<file path="src/rtl/lsu_pkg.sv">
// Shared encodings for the load/store unit: funct3 codes, FSM states,
// the latched request record and byte-size helpers.
package lsu_pkg;

    localparam logic [2:0] F3_B   = 3'b000;
    localparam logic [2:0] F3_H   = 3'b001;
    localparam logic [2:0] F3_W   = 3'b010;
    localparam logic [2:0] F3_D   = 3'b011;
    localparam logic [2:0] F3_BU  = 3'b100;
    localparam logic [2:0] F3_HU  = 3'b101;
    localparam logic [2:0] F3_WU  = 3'b110;
    localparam logic [2:0] F3_ILL = 3'b111;

    localparam logic [1:0] ST_IDLE = 2'd0;
    localparam logic [1:0] ST_RD   = 2'd1;
    localparam logic [1:0] ST_WR   = 2'd2;
    localparam logic [1:0] ST_RESP = 2'd3;

    typedef struct packed {
        logic        load;
        logic [2:0]  funct3;
        logic [63:0] addr;
        logic [63:0] wdata;
    } lsu_req_t;

    // funct3[1:0] encodes log2 of the access size in bytes
    function automatic logic [63:0] size_mask(input logic [1:0] sz);
        logic [63:0] m;
        case (sz)
            2'b00:   m = 64'h0000_0000_0000_00FF;
            2'b01:   m = 64'h0000_0000_0000_FFFF;
            2'b10:   m = 64'h0000_0000_FFFF_FFFF;
            default: m = 64'hFFFF_FFFF_FFFF_FFFF;
        endcase
        return m;
    endfunction

    function automatic logic is_misaligned(input logic [1:0] sz, input logic [2:0] lo);
        logic r;
        case (sz)
            2'b00:   r = 1'b0;
            2'b01:   r = lo[0];
            2'b10:   r = |lo[1:0];
            default: r = |lo;
        endcase
        return r;
    endfunction

endpackage

</file>
<file path="src/rtl/lsu_align.sv">
// Byte-lane logic: extracts and extends load data, and merges store bytes
// into a previously read doubleword for read-modify-write.
module lsu_align
    import lsu_pkg::*;
(
    input  logic [2:0]  funct3,
    input  logic [63:0] read_data,
    input  logic [63:0] old_data,
    input  logic [63:0] wdata,
    output logic [63:0] load_data,
    output logic [63:0] merged_data
);

    logic [63:0] mask;

    assign mask        = size_mask(funct3[1:0]);
    assign merged_data = (old_data & ~mask) | (wdata & mask);

    always_comb begin
        load_data = read_data;
        case (funct3)
            F3_B:    load_data = {{56{read_data[7]}},  read_data[7:0]};
            F3_H:    load_data = {{48{read_data[15]}}, read_data[15:0]};
            F3_W:    load_data = {{32{read_data[31]}}, read_data[31:0]};
            F3_BU:   load_data = {56'd0, read_data[7:0]};
            F3_HU:   load_data = {48'd0, read_data[15:0]};
            F3_WU:   load_data = {32'd0, read_data[31:0]};
            default: load_data = read_data;
        endcase
    end

endmodule

</file>
<file path="src/rtl/load_store_unit.sv">
// Single-outstanding load/store unit: decodes a pipeline memory request and
// sequences reads, writes or read-modify-writes against an 8-byte memory port.
//
// state   | meaning
// IDLE    | ready for a request
// RD      | memory read (load data or RMW old doubleword)
// WR      | memory write
// RESP    | one-cycle response pulse
module load_store_unit
    import lsu_pkg::*;
(
    input  logic        clk,
    input  logic        reset,
    input  logic        req_valid,
    output logic        req_ready,
    input  logic        req_load,
    input  logic [2:0]  req_funct3,
    input  logic [63:0] req_addr,
    input  logic [63:0] req_wdata,
    output logic        resp_valid,
    output logic [63:0] resp_rdata,
    output logic        resp_error,
    output logic [63:0] Mem_Addr,
    output logic [63:0] Write_Data,
    output logic        MemRead,
    output logic        MemWrite,
    input  logic [63:0] Read_Data
);

    logic [1:0]  state;
    lsu_req_t    req_q;
    logic [63:0] rmw_q;
    logic [63:0] rdata_q;
    logic        error_q;
    logic        req_err;
    logic [63:0] load_data;
    logic [63:0] merged_data;

    assign req_err = (req_funct3 == F3_ILL)
                   | (!req_load && req_funct3[2])
                   | is_misaligned(req_funct3[1:0], req_addr[2:0]);

    lsu_align u_align (
        .funct3      (req_q.funct3),
        .read_data   (Read_Data),
        .old_data    (rmw_q),
        .wdata       (req_q.wdata),
        .load_data   (load_data),
        .merged_data (merged_data)
    );

    // Response registers only change on the edge into RESP so they hold between pulses
    always_ff @(posedge clk) begin
        if (reset) begin
            state   <= ST_IDLE;
            req_q   <= '0;
            rmw_q   <= '0;
            rdata_q <= '0;
            error_q <= 1'b0;
        end else begin
            case (state)
                ST_IDLE: begin
                    if (req_valid) begin
                        req_q.load   <= req_load;
                        req_q.funct3 <= req_funct3;
                        req_q.addr   <= req_addr;
                        req_q.wdata  <= req_wdata;
                        if (req_err) begin
                            state   <= ST_RESP;
                            rdata_q <= '0;
                            error_q <= 1'b1;
                        end else if (req_load || req_funct3[1:0] != 2'b11) begin
                            state <= ST_RD;
                        end else begin
                            state <= ST_WR;
                        end
                    end
                end
                ST_RD: begin
                    rmw_q <= Read_Data;
                    if (req_q.load) begin
                        state   <= ST_RESP;
                        rdata_q <= load_data;
                        error_q <= 1'b0;
                    end else begin
                        state <= ST_WR;
                    end
                end
                ST_WR: begin
                    state   <= ST_RESP;
                    rdata_q <= '0;
                    error_q <= 1'b0;
                end
                default: state <= ST_IDLE;
            endcase
        end
    end

    assign req_ready  = (state == ST_IDLE);
    assign resp_valid = (state == ST_RESP);
    assign resp_rdata = rdata_q;
    assign resp_error = error_q;
    assign MemRead    = (state == ST_RD);
    assign MemWrite   = (state == ST_WR);
    assign Mem_Addr   = (MemRead || MemWrite) ? req_q.addr : '0;
    assign Write_Data = !MemWrite                  ? '0 :
                        (req_q.funct3[1:0] == 2'b11) ? req_q.wdata : merged_data;

endmodule

</file>
<file path="config.mk">
export PLATFORM = sky130hd
export DESIGN_NAME = load_store_unit
export DESIGN_NICKNAME = d
export VERILOG_FILES = /design/src/rtl/lsu_pkg.sv /design/src/rtl/lsu_align.sv /design/src/rtl/load_store_unit.sv
export SDC_FILE = /design/constraint.sdc
export NUM_CORES = 1
export LEC_CHECK = 0
export CORE_MARGIN = 2
export CORE_UTILIZATION = 47
export CTS_BUF_LIST = sky130_fd_sc_hd__clkbuf_4
export CTS_CLUSTER_DIAMETER = 80
export DETAILED_ROUTE_END_ITERATION = 8
export PLACE_DENSITY_LB_ADDON = 0.12
export SYNTH_ARGS = -nofsm -noshare
export SYNTH_HDL_FRONTEND = slang
export SYNTH_SLANG_ARGS = --single-unit
</file>
<file path="constraint.sdc">
create_clock -name clk -period 2.7 [get_ports clk]
set_input_delay 0.405 -clock clk [delete_from_list [all_inputs] [get_ports clk]]
set_output_delay 0.405 -clock clk [all_outputs]
set_load 0.01 [all_outputs]
</file>
After elaboration in Yosys (flattened, before gate mapping)
Index checks and enable logic that the tools add are counted.
W data, S select, Z words.
{ "totals": {"elab_cells": 64, "ff_bits": 263, "input_bits": 199, "out_inout_bits": 197} }
{ "op_classes": {"n_mux": 19, "bitwise_logic": 6, "eq_ne": 18, "n_reduce_logical": 13} }
{ "op_table": {"columns": ["operator", "count"], "rows": [
  ["$mux W64", 6],
  ["$pmux W64 S3", 2],
  ["$pmux W64 S6", 1],
  ["$and A64 B64 Y64", 2],
  ["$not A64 Y64", 1],
  ["$or A64 B64 Y64", 1],
  ["$eq A3 B3 Y1 const B", 4],
  ["$eq A2 B2 Y1 const B", 5],
  ["$eq A2 B1 Y1 const B", 3],
  ["$logic_not A2 Y1", 3],
  ["$mux W2", 3],
  ["$pmux W1 S3", 2],
  ["$pmux W2 S3", 1],
  ["$mux W1", 4],
  ["$ne A2 B1 Y1 const B", 2],
  ["$ne A2 B2 Y1 const B", 2],
  ["$reduce_and A4 Y1", 1],
  ["$eq A3 B1 Y1 const B", 1],
  ["$eq A3 B2 Y1 const B", 1],
  ["$logic_not A3 Y1", 1],
  ["$reduce_bool A3 Y1", 1],
  ["$reduce_or A3 Y1", 1],
  ["$logic_or A1 B1 Y1", 2],
  ["$or A1 B1 Y1", 2],
  ["4 further kinds", 4]
]} }

Longest topological paths before layout
Gate-level depths: netlist (run 1).
{ "logic_depth": {"word_depth": 7, "mapped_depth": 8} }

By module
A second synthesis (run 1) with hierarchy kept.
{ "unflattened": {"hier_cells": 1467, "area_unflattened_um2": 12219.2} }
{ "modules_own_cells": {"columns": ["module", "cells_per_inst", "seq_area_each_um2", "n_inst", "area_per_inst_um2"], "rows": [
  ["load_store_unit", 1252, 5265.0, 1, 10596.4],
  ["lsu_align", 215, 0.0, 1, 1622.8]
]} }

Worst setup path before layout (run 1)
No wires, ideal clock.
{ "synth_path": {"path_kind": "flip-flop to flip-flop", "start": "register state[0]", "end": "register rdata_q[2], in the netlist resp_rdata[2]", "path_buffers": 2, "arrival_time_ps": 1943, "setup_time_ps": 117, "t_required_ps": 2583, "synth_period_minus_slack_ps": 2060, "path_slack_ps": 640, "path_stages_with_launch": 9, "path_cell_list": "dfxtp_1 -> inv_1 -> ha_1 -> nor2b_1 -> buf_2 -> a211o_4 -> a21o_4 -> buf_6 -> a32o_1"} }
{ "synth_via": {"elab_chain_len": 3, "elab_cells_between_ends": 9, "cone_classes": "5 x eq/ne; 1 x mux; 3 x reduce/logical"} }
{ "synth_rtl": {"columns": ["element", "line_no", "rtl"], "rows": [
  ["start: declaration", "load_store_unit.sv:30", "logic [1:0] state;"],
  ["start signal: assignment", "load_store_unit.sv:55", "state <= ST_IDLE;"],
  ["start signal: assignment", "load_store_unit.sv:69", "state <= ST_RESP;"],
  ["start signal: assignment", "load_store_unit.sv:73", "state <= ST_RD;"],
  ["$logic_not A2 Y1 (*)", null, null],
  ["net req_ready", "load_store_unit.sv:15", "output logic req_ready,"],
  ["$ne A2 B1 Y1 (no source line), or another cell as far along", null, null],
  ["$reduce_and A4 Y1 (no source line)", null, null],
  ["end signal: assignment", "load_store_unit.sv:83", "rdata_q <= load_data;"],
  ["end: declaration", "load_store_unit.sv:33", "logic [63:0] rdata_q;"]
]} }
The timed path passes the listed nets; every way through them passes the cells marked *.
A chain may end at the register's enable or synchronous reset.

Worst setup path after layout (run 1)
{ "layout_path": {"start": "register state[0]", "end": "output Write_Data[17]"} }
{ "layout_via": {"elab_chain_len": 2} }
{ "layout_rtl": {"columns": ["element", "line_no", "rtl"], "rows": [
  ["$eq A2 B2 Y1", "load_store_unit.sv:104", "assign MemWrite = (state == ST_WR);"],
  ["$mux W64", "load_store_unit.sv:106", "assign Write_Data = !MemWrite ? '0 :"],
  ["end: declaration", "load_store_unit.sv:24", "output logic [63:0] Write_Data,"]
]} }
Every way passes these cells.

==> results of run 1 <==
## report_power, final
| part | internal, W | total, W | switching (W) |
|---|---|---|---|
| Clock | 0.00193 | 0.00352 | 0.00159 |
| Sequential | 0.00448 | 0.00485 | 0.000376 |
| Combinational | 0.00252 | 0.00561 | 0.00309 |
| Total | 0.00893 | 0.0140 | 0.00506 |
## synthesized netlist by cell type, drive strengths merged
master	instances	share of area (%)
nand2	393	13
dfxtp	255	46
a21oi	138	6.3
mux2i	115	10
clkbuf	90	3.0
and2	87	4.9
nor2	61	2.1
a21boi	41	2.8
o221ai	32	2.5
buf	30	1.6
nor2b	20	1.1
inv	11	0.37
o21ai	11	0.49
a32o	8	0.72
a2111oi	7	0.72
a221oi	7	0.94
nand3	7	0.31
a31o	6	0.47
a32oi	6	0.47
ha	4	0.45
a21o	2	0.20
mux2	2	0.20
o211ai	2	0.13
a211o	1	0.16
a211oi	1	0.18
a31oi	1	0.056
nor3	1	0.045
nor3b	1	0.067
nor4b	1	0.079
o211a	1	0.090
o21a	1	0.067
o311ai	1	0.079
or2	1	0.056
## state kept, by name (all words and copies together), names as in the netlist
register and cells:
req_q 132, resp_rdata 64, rmw_q 56, state 2, resp_error 1
## cell type report
class / count / area (um2)
Inverter: 11 / 41.3
Clock inverter: 8 / 63.8
Sequential cell: 255 / 5110
Clock buffer: 110 / 826
Antenna cell: 5 / 12.5
Timing Repair Buffer: 435 / 4310
Fill cell: 2044 / 7080
Tap cell: 319 / 399
Multi-Input combinational cell: 959 / 5550
## per-layer routing
layer | vias to the layer above | share of wire [%] | routed length (um)
met5 | - | 0.082 | 30
met4 | 4 | 3.8 | 1400
met3 | 89 | 8.8 | 3230
met2 | 436 | 48 | 17500
met1 | 5123 | 40 | 14600
li1 | 5318 | - | -
## through the flow
| step | hold slack (ns) | setup TNS [ns] | total power (W) |
|---|---|---|---|
| global route | 0.103 | 0 | 0.0148 |
| finish | 0.121 | 0 | 0.0140 |
| global placement | 0.437 | 0 | 0.0103 |
| detailed placement | 0.442 | 0 | 0.0104 |
| CTS | 0.0500 | -0.0564 | 0.0141 |
| floorplan | 0.432 | 0 | 0.00822 |
## worst paths after layout
kind	endpoint	cells after the start
worst min-delay path	req_q[69]	2
worst min register to register	req_q[4]	2
worst max register to register	resp_rdata[35]	6
worst max-delay path	Write_Data[17]	5
## worst max-delay path, delay by kind of cell, from the launching register on
family	cells	cell delay [ns]
flip-flops	1	0.35
AND/OR/NAND/NOR	1	0.17
buffers and inverters	3	0.83
adder cells (fa/ha/maj)	1	0.17
## logic make-up after synthesis
family                   count (synthesis)
AND/OR/NAND/NOR                        572
AO/OA/AOI/OAI                          266
buffers and inverters                  131
adder cells (fa/ha/maj)                  4
flip-flops                             255
multiplexers                           117
## placed cells by master, fill, tap and decap left out, types with 3 or more instances in the layout
cell / instances
buf_4: 25
a2111oi_0: 6
a32oi_1: 6
clkbuf_4: 110
nor2_1: 60
a221oi_2: 7
ha_4: 3
inv_2: 4
a32o_1: 8
buf_12: 12
a21boi_0: 36
nand2_1: 391
o221ai_1: 32
o21ai_0: 11
a31o_2: 6
nor2b_1: 19
dfxtp_1: 251
a21oi_1: 137
nand3_1: 7
mux2i_1: 115
a21boi_1: 4
and2_1: 84
clkinv_1: 4
inv_1: 8
clkdlybuf4s50_1: 286
dlygate4sd2_1: 107
diode_2: 5
## timing repair
item | 4_1_cts | 5_1_grt
cloned | 2 | 0
pin swaps | 1 | 0
endpoints found under the setup margin | 130 | 18
hold endpoints to repair | 0 | 0
gates resized for setup | 138 | 3
setup buffers | 2 | 0
==> flow_summary.toml, run 1 <==
[route]
first_iter_violations = 580
viasPerCell = 5.22
first_pass_iters = 5
drc = 0
routedWlPerCell_um = 17.5
detail-route-antenna-nets = 0
vias = 10970
totalWireLength_um = 36800

[cells_and_area]
final_util_pct = 69.7
final_nets = 1938
fin_cells = 2102
final_area_um2 = 16300
areaGrowthSynthToFinish_pct = 46.5
drive_gt1_share_pct = 10.9

[clock_network]
path_clk_slew_ns = 0.06
numCtsBuffers = 73
root_buffer = "clkbuf_4"
cts_htree_levels = 3
insertion_delay_ns = 0.65
cts_tree = "built"
cts_hold_buf = 0
clock_sinks = 255
cts_buffer_depth = 3

[placed_design]
dpl_cell_area_um2 = 15400
dp_hpwl_um = 24900
port_buffers = 395
gp_congestion = 0.832
placed_cells = 1975
post-place-ws_ns = 0.206

[yosys]
synth_compound_area_share_pct = 16.4
synthAdderAreaFrac_pct = 0.449
synth.cell_area_um2 = 11100
synth_cell_type_count = 41
syn_inst = 1345
syn_area_per_cell_um2 = 8.28
synth_nets = 1548
synth_top_family_by_area = "simple AND/OR/NAND/NOR gates"
yosys.area_share.simple_pct = 21.9
synth_seq_cells = 255
ys.warnings.count = 0
synthMuxAreaShare_pct = 10.5
yosys.area_share.xor_xnor_pct = 0
ys_seq_area_share_pct = 45.8

[sta]
rsz0062_at_grt = "no"
relSlewSlack_pct = 29.4
fin_ws_ns = 0.131
tightestPinTransition_ns = 1.06
finClkSkew_ns = 0.0321
min_period_ns = 2.57
final_hold_viol_count = 0
setup_viol = 0
period_share_pct = 95.1
slew_viol_final = 0
clock.fmax_ghz = 0.389

[power]
max-vdd-ir-drop_mv = 0.534
p_per_area_nw_per_um2 = 857
total_leakage_power_nw = 6.49

[setup_path]
slowest_delay_ns = 0.55
cp.arrival_ns = 2.16
crit_chain = "inv_2, ha_4, buf_12, nor2b_1, clkdlybuf4s50_1"
crit_path_start_kind = "register"
reg2reg_slack_ns = 0.69
critPathSlowestCell = "clkdlybuf4s50_1"
critical_path_class = "reg2out"
critPathCaptureType = "output port"
worst-path-max-fanout = 33
critical_path.startpoint = "state[0]"
rr_startpoint = "state[1]"
required_ns = 2.30

[floorplan]
core_area_um2 = 23400
io_pins = 396
die_w_um = 158
num_rows = 56
start_util_pct = 47.6
die_h_um = 158
die_area_um2 = 25000

[global_routing]
grt_max_degree = 58
met1_usage_pct = 33.8
grt-busiest-layer = "met2"
met3_usage_pct = 9.42
antenna_found_initial = 7
gr-usage-met2_pct = 46.3
grtUsageTotal_pct = 28.3
overflow = 0
grt_pass1_wl_um = 55200
grt_pass1_vias = 10448

[min_path]
hold_class = "in2reg"
hp-start = "reset"

[run]
maxCapViolations = 0

[run_status]
status = "finished clean"
(Power assumes the default switching activity.)
==> inputs of run 2 (changes only) <==
- ABC_AREA: not set -> 0
==> results of run 2 <==
No change in the layout: final DEF, timing and power equal those of run 1.
==> inputs of run 3 (changes only) <==
- REMOVE_ABC_BUFFERS: not set -> 1
==> run 3 against run 2 <==
Against the previous run: die area unchanged; total power up 3.7%; via count down 1.0%; setup slack worse by 0.043 ns; global-route usage down 0.062 points; fmax down 1.6%; count of clock-buffer cells in the layout up 3; flip-flop and latch count unchanged; utilization up 0.72 points; sequential share of layout area down 0.32 points; final area up 1.0%; critical endpoint is now Mem_Addr[37].
==> flow_summary.toml, run 3 (synthesis gave the netlist of run 1 again) <==
[sta]
clock.fmax_ghz = 0.383
final_hold_viol_count = 0
relSlewSlack_pct = 40.6
slew_viol_final = 0
min_period_ns = 2.61
tightestPinTransition_ns = 0.891
finClkSkew_ns = 0.0286
setup_viol = 0
whs_ns = 0.161
period_share_pct = 96.7
fin_ws_ns = 0.0885

[min_path]
hold_class = "in2reg"
holdPathStages = 2
hold_path_end = "rmw_q[12]"
hp-start = "reset"

[clock_network]
path_clk_slew_ns = 0.06
cts_buffer_depth = 3
cts_hold_buf = 0
numCtsBuffers = 71
cts_tree = "built"
insertion_delay_ns = 0.66
root_buffer = "clkbuf_4"
clock_sinks = 255
cts_htree_levels = 3

[global_routing]
grt_pass1_vias = 10586
antenna_found_initial = 5
grt_max_degree = 81
grtUsageTotal_pct = 28.2
overflow = 0
grt_pass1_wl_um = 55400

[cells_and_area]
largest_register_ffs = 132
regMostFlops = "req_q"
areaGrowthSynthToFinish_pct = 48.0
final_nets = 1931
layout_common_cells = "391 x nand2_1, 272 x clkdlybuf4s50_1, 251 x dfxtp_1"
fin_cells = 2106
drive_gt1_share_pct = 10.8
final_common_cell = "nand2_1"

[setup_path]
required_ns = 2.30
rr_startpoint = "req_q[129]"
critPathCaptureType = "output port"
reg2reg_slack_ns = 0.39
crit_path_start_kind = "register"
r2r_cells = 5
worst-path-max-fanout = 16
reg2reg_to = "resp_rdata[63]"
critical_path_class = "reg2out"
cp.arrival_ns = 2.21

[route]
drc = 0
routedWlPerCell_um = 17.6
viasPerCell = 5.15
first_pass_iters = 5
detail-route-antenna-nets = 0
totalWireLength_um = 37000
vias = 10855
first_iter_violations = 658
highest_layer = "met4"
wl_met1_um = 14800
wl_met3_um = 3140
wl_met2_um = 18200

[placed_design]
placed_cells = 1967
gp_congestion = 0.825
dp_hpwl_um = 23800
port_buffers = 395
post-place-ws_ns = 0.212

[floorplan]
die_w_um = 158
io_pins = 396
num_rows = 56
start_util_pct = 47.6
die_h_um = 158
die_area_um2 = 25000
core_area_um2 = 23400

[run_status]
status = "finished clean"

[power]
p_per_area_nw_per_um2 = 880
total_leakage_power_nw = 6.89
max-vdd-ir-drop_mv = 0.482
total_power_w = 0.0145

[run]
maxCapViolations = 0
run 3: cell types whose count changed in the layout (fill, tap and decap cells not counted), sizes merged, moves of 2 or more:
| cell | change |
|---|---|
| clkdlybuf4s50 | -14 |
| dlygate4sd2 | -7 |
| dlymetal6s2s | +21 |
| clkbuf | +4 |
| bufinv | +2 |
| clkinv | +3 |
| buf | -7 |
run 3: critical path: stages (launching register included):
cell           delay [ns]
dfxtp_4              0.38
inv_2                0.07
ha_4                 0.26
buf_4                0.14
bufbuf_16            0.27
and2_1               0.16
dlygate4sd2_1        0.29
run 3: per-layer routing:
metal	up-vias	track usage (%)
met5	-	0
met4	0	11.0
met3	55	9.14
met2	377	48.7
met1	5098	32.4
li1	5325	-
run 3: area by class of cell:
| class | instances | area, um2 |
|---|---|---|
| multi-input combinational | 959 | 5550 |
| clock inverter | 13 | 131 |
| antenna | 6 | 15.0 |
| timing repair buffer | 430 | 4390 |
| tap | 319 | 399 |
| clock buffer | 113 | 848 |
| inverter | 11 | 41.3 |
| fill | 1981 | 6920 |
| sequential | 255 | 5110 |
run 3: report_power, final:
| group | switching [W] | leakage [nW] | internal, W | total [W] |
|---|---|---|---|---|
| Clock | 0.00160 | 0.582 | 0.00218 | 0.00377 |
| Combinational | 0.00316 | 4.22 | 0.00272 | 0.00587 |
| Sequential | 0.000374 | 2.08 | 0.00448 | 0.00486 |
run 3: timing repair:
item | CTS | global route
cloned | 3 | 1
pin swaps | 1 | 1
resized for setup | 119 | 28
endpoints found under the setup margin | 128 | 45
setup buffers | 2 | 1
run 3: worst max path at each step:
stage,from,end,slack [ns]
CTS,state[0],Write_Data[55],-0.16
detailed placement,req_funct3[0],resp_rdata[3],0.21
floorplan,state[1],resp_rdata[0],-2.34
global placement,Read_Data[7],resp_rdata[51],0.28
finish,state[0],Mem_Addr[37],0.09
global route,state[0],Mem_Addr[23],-0.01
run 3: stage by stage:
| stage | setup TNS [ns] | util (%) | cell area [um2] |
|---|---|---|---|
| final | 0 | 70.5 | 16500 |
| after global routing | -0.0490 | 70.4 | 16500 |
| after CTS | -2.04 | 69.9 | 16400 |
| after detailed placement | 0 | 65.7 | 15400 |
| after global placement | 0 | 65.7 | 15400 |
| after floorplan | -266.61 | - | 10600 |
